**src/rtl/bus_arbiter_rmux.sv**
```systemverilog
// rtl/bus_arbiter_rmux.sv - two-master arbiter with bus mux, registered read-return select and unmapped-access flag
module bus_arbiter_rmux #(
    parameter int AW = 16,
    parameter int DW = 32
) (
    input  logic          clk,
    input  logic          reset,
    input  logic          m0_req,
    input  logic          m0_wr,
    input  logic [AW-1:0] m0_address,
    input  logic [DW-1:0] m0_dout,
    input  logic          m1_req,
    input  logic          m1_wr,
    input  logic [AW-1:0] m1_address,
    input  logic [DW-1:0] m1_dout,
    output logic          m0_grant,
    output logic          m1_grant,
    output logic [AW-1:0] s_address,
    output logic          s_wr,
    output logic [DW-1:0] s_din,
    input  logic          s0_sel,
    input  logic          s1_sel,
    input  logic [DW-1:0] s0_dout,
    input  logic [DW-1:0] s1_dout,
    output logic [DW-1:0] m_din,
    output logic          bus_err
);

    typedef enum logic {
        GNT_M0 = 1'b0,
        GNT_M1 = 1'b1
    } state_t;

    state_t     state_q, state_d;
    logic [1:0] sel_q, sel_d;
    logic       bus_err_q, bus_err_d;
    logic       granted_req;

    always_ff @(posedge clk or posedge reset) begin
        if (reset) begin
            state_q   <= GNT_M0;
            sel_q     <= 2'b00;
            bus_err_q <= 1'b0;
        end else begin
            state_q   <= state_d;
            sel_q     <= sel_d;
            bus_err_q <= bus_err_d;
        end
    end

    // m1 takes the bus only when m0 is idle, then keeps it until it stops requesting.
    always_comb begin
        state_d  = state_q;
        m0_grant = 1'b1;
        m1_grant = 1'b0;
        case (state_q)
            GNT_M0: begin
                if (!m0_req && m1_req) state_d = GNT_M1;
            end
            GNT_M1: begin
                m0_grant = 1'b0;
                m1_grant = 1'b1;
                if (!m1_req) state_d = GNT_M0;
            end
            default: state_d = GNT_M0;
        endcase
    end

    always_comb begin
        s_address   = m0_address;
        s_din       = m0_dout;
        s_wr        = m0_wr & m0_req;
        granted_req = m0_req;
        if (state_q == GNT_M1) begin
            s_address   = m1_address;
            s_din       = m1_dout;
            s_wr        = m1_wr & m1_req;
            granted_req = m1_req;
        end
    end

    always_comb begin
        sel_d     = {s1_sel, s0_sel};
        bus_err_d = granted_req & ~s0_sel & ~s1_sel;
    end

    // Both selects at once is a decoder fault; return zero rather than OR the slaves.
    always_comb begin
        m_din = '0;
        case (sel_q)
            2'b01:   m_din = s0_dout;
            2'b10:   m_din = s1_dout;
            default: m_din = '0;
        endcase
    end

    assign bus_err = bus_err_q;

endmodule

```
**config.mk**
```make
export PLATFORM = sky130hd
export DESIGN_NAME = bus_arbiter_rmux
export DESIGN_NICKNAME = d
export VERILOG_FILES = /design/src/rtl/bus_arbiter_rmux.sv
export SDC_FILE = /design/constraint.sdc
export NUM_CORES = 1
export LEC_CHECK = 0
export CAP_MARGIN = 20
export CORE_AREA = 3 3 96 98
export CTS_CLUSTER_DIAMETER = 30
export DETAILED_ROUTE_END_ITERATION = 7
export DIE_AREA = 0 0 99 101
export GPL_ROUTABILITY_DRIVEN = 0
export PLACE_DENSITY = 0.76
export SLEW_MARGIN = 10
export SYNTH_ARGS = -nofsm -noshare
export SYNTH_HDL_FRONTEND = slang
export SYNTH_SLANG_ARGS = --single-unit
```
**constraint.sdc**
```tcl
create_clock -name clk -period 3.27 [get_ports clk]
set_input_delay 0.654 -clock clk [delete_from_list [all_inputs] [get_ports clk]]
set_output_delay 0.654 -clock clk [all_outputs]
set_load 0.005 [all_outputs]
```
== After elaboration in Yosys (flattened, before gate mapping) ==
Index checks and enable logic that the tools add are counted.

* Bitwise operators: 7
* Multiplexer cells: 10
* Equal/unequal tests: 2
* Reduce and logical (&&, ||, !) cells: 2

{| class="wikitable"
|+ Operators with widths
! cell !! number
|-
| 32-bit case mux with 2 select lines || 1
|-
| 32-bit two-way mux || 1
|-
| 16-bit two-way mux || 1
|-
| 1-bit two-way mux || 6
|-
| 1-bit AND || 4
|-
| 1-bit inverter || 3
|-
| 2-bit by 1-bit equality test with 1-bit output, second input constant || 1
|-
| 2-bit equality test, second input constant || 1
|-
| 1-bit case mux with 2 select lines || 1
|-
| 1-bit logical AND || 1
|-
| 1-bit zero test || 1
|}

* Register bits: 4
* Word-level logic and storage cells: 24

== Depth between registers and ports, before layout ==
* Word-level depth: 4
* Mapped depth: 5
* Depth with buffers taken out: 4

== Worst setup path after synthesis ==
Ideal clock, no wire load.

* Path type: register to output
* Start point: reg sel_q[0]
* End point: out m_din[0]
* Slack: 1563 ps
* Cell stages (with the launch flop): 5
* Arrival time: 1053 ps
* Buffers on the path: 1
* Cells stage by stage: dfrtp_1 inv_1 ha_1 clkbuf_1 nor2_1

* Word-level cells in the longest chain between the ends: 2

{| class="wikitable"
|+ RTL lines
! element !! RTL line !! source
|-
| start: declaration || 35 || <nowiki>logic [1:0] sel_q, sel_d;</nowiki>
|-
| start signal: assignment || 46 || <nowiki>sel_q <= sel_d;</nowiki>
|-
| 2-bit equality test / 2-bit by 1-bit equality test with 1-bit output (equally long branches) || 90 || <nowiki>case (sel_q)</nowiki>
|-
| 32-bit case mux with 2 select lines * || 90 ||
|-
| end: declaration || 25 || <nowiki>output logic [DW-1:0] m_din,</nowiki>
|}

Mark *: on every way between the ends. The rest lies on a longest branch, timed or not.

== Worst setup path after layout ==
* Start point: reg sel_q[0]
* End point: out m_din[3]

The elaborated chain is that of the path after synthesis.

==> out/qor.txt <==
status: finished clean
# resized after CTS: 0
I/O pins: 252
Sink Count: 4
vias: 2122
CP required: 2.62 ns
CTS clk-pin slew, worst paths: 0.03 ns
ANT cells: 0
CTS tree: done
initial drt markers: 40
Total Routing Usage GR: 12.87%
post-layout minimum cycle time: 2.797 ns
Root Driver: clkbuf_8
Worst Max-Slew Pin Slew: 0.9561 ns
relative max-transition margin: 36.26%
vias in the first global route: 2133
crit path max fanout: 32
critical path class: flop to output pin
Die Ht: 101 µm
chip width: 99 µm
Hold WC Path Type: input pin to asynchronous set/reset pin
Pins Over Slew Limit: 0
endpoints failing hold: 0
Setup Buffers After CTS: 0
Pwr Density: 179.7 nW/µm²
endpoint type of the worst setup path: output pin
Reg area: 101.3 µm²
Critical Path Source Type: flop
share of cells above drive strength 1: 14.73%
Max-cap violations: 0
Seq/Total Area, Yosys: 7.279%
#FFs+latches synth: 4
Cells after Synth: 144
Tcrit/Tclk final: 85.54%
pin count of the biggest net entering global routing: 34
arrival time worst endpoint: 2.14 ns
fill cell count: 824
core box area: 8551 µm²
Vias per Instance: 4.287
YS warnings: 0
IO Port Bufs: 251
post-route ant nets: 0
total global routing overflow: 0
Multi-input gate area: 1144 µm²
DRC: 0
H-tree Lvls: 1
# hold bufs at CTS: 0
post-layout net count: 558
IR Drop Worst-Case VDD: 202.5 µV
crit path launch: sel_q[0]
row count: 34
Finish-stage setup viols: 0
r2r startpoint: state_q
RSZ-0062 raised after global routing: false
initial antenna violation count: 0
first-pass GRT wire length: 10640 µm
post-detailed-routing wire length: 7390 µm
Worst-Skew Late Latency: 0.22 ns
Cell Area, Synth: 1375 µm²
initial core utilization: 16.08%
FMAX: 357.5 MHz
Layout area overhead: 190.3%
DRT Pass-1 Iters: 4
Final Skew: 0.00001628 ns
detailed-placement wirelength estimate: 6455 µm
setup TNS: 0 ns
Syn Nets: 314
Pleak: 1.597 nW
CTS max path bufs: 2
Overall Power: 717.1 µW
die footprint: 9999 µm²
CTS buffer count: 3
post-route core utilization: 46.68%
drt wl/cell: 14.93 µm
count of cell types in the netlist: 17
synthesized area per cell: 9.549 µm²
report_power, final:
group          leakage [nW]  internal [mW]  switching, mW
clock                0.0228         0.0833         0.0265
combinational          1.53          0.401          0.145
sequential           0.0481         0.0525        0.00867
synthesized netlist by cell type:
cell type | count | share of area (%)
nand2b_1 | 1 | 0.46
and2_1 | 1 | 0.46
ha_1 | 2 | 1.8
a211oi_2 | 1 | 0.91
buf_2 | 6 | 2.2
o21ai_0 | 1 | 0.36
nor2_1 | 32 | 8.7
buf_6 | 5 | 4.1
mux2_2 | 1 | 0.82
clkbuf_1 | 3 | 0.82
dfrtp_1 | 4 | 7.3
buf_8 | 1 | 1.1
a22oi_1 | 32 | 17
inv_1 | 5 | 1.4
nand3_1 | 1 | 0.36
mux2_4 | 47 | 51
nand2_2 | 1 | 0.46
cell families (layout without fill, tap and decap cells):
logic type               count (synthesis)  in the layout  synth area share, %
AO/OA/AOI/OAI                           34             34                18.74
adder cells (fa/ha/maj)                  2              2                1.820
buffers and inverters                   20            263                9.554
flip-flops                               4              4                7.280
multiplexers                            48             48                52.14
AND/OR/NAND/NOR                         36             36                10.46
flip-flops by register name, summed over array words and instances (netlist names):
| register | cells |
|---|---|
| bus_err | 1 |
| sel_q | 2 |
| state_q | 1 |
stage by stage:
stage          instance area, µm²  std cells  worst slack, ns  hold slack (ns)
2_1_floorplan                1375        144            1.563           0.4201
5_1_grt                      3991        495           0.2131           0.6353
3_3_place_gp                 3946        491           0.6475           0.8476
4_1_cts                      3991        495           0.4120           0.6145
3_5_place_dp                 3946        491           0.6266           0.8450
6_report                     3991        495           0.4727           0.6120
layout by cell type (no fill, tap or decap), drive strengths merged:
cell           count
a211oi             1
a22oi             32
and2               1
buf                3
clkbuf             4
clkdlybuf4s50    251
dfrtp              4
ha                 2
inv                5
mux2              48
nand2              1
nand2b             1
nand3              1
nor2              32
o21ai              1
per-layer routing:
layer  vias to the layer above  part of all wire, %  routed length, µm  global-route usage, %
li1                       1015                    -                  -                      -
met1                       975                   35               2589                  13.88
met2                       128                   55               4059                  25.15
met3                         4                  9.5                700                  3.806
met4                         0                 0.55                 41                  1.681
met5                         -                    0                  0                      0
path summary, 6_finish.rpt:
check	end	cells past startpoint	slack, ns
hold reg to reg	bus_err	2	0.85
max in group asynchronous	state_q	2	2.50
hold / removal	bus_err	2	0.61
setup reg to reg	state_q	2	2.10
setup / recovery	m_din[3]	4	0.47
min in group clk	bus_err	2	0.85
cell type report:
type | instances | share of cell area, %
timing repair buffer | 254 | 63.82
multi-input combinational | 120 | 28.65
tap | 108 | 3.386
sequential | 4 | 2.539
clock buffer | 4 | 1.129
inverter | 5 | 0.4702
critical path, stage by stage (launching register included):
cell	delay, ns
dfrtp_1	0.34
inv_1	0.05
ha_1	0.91
nor2_1	0.13
clkdlybuf4s50_1	0.49
Power figures use the tool's default switching activity.
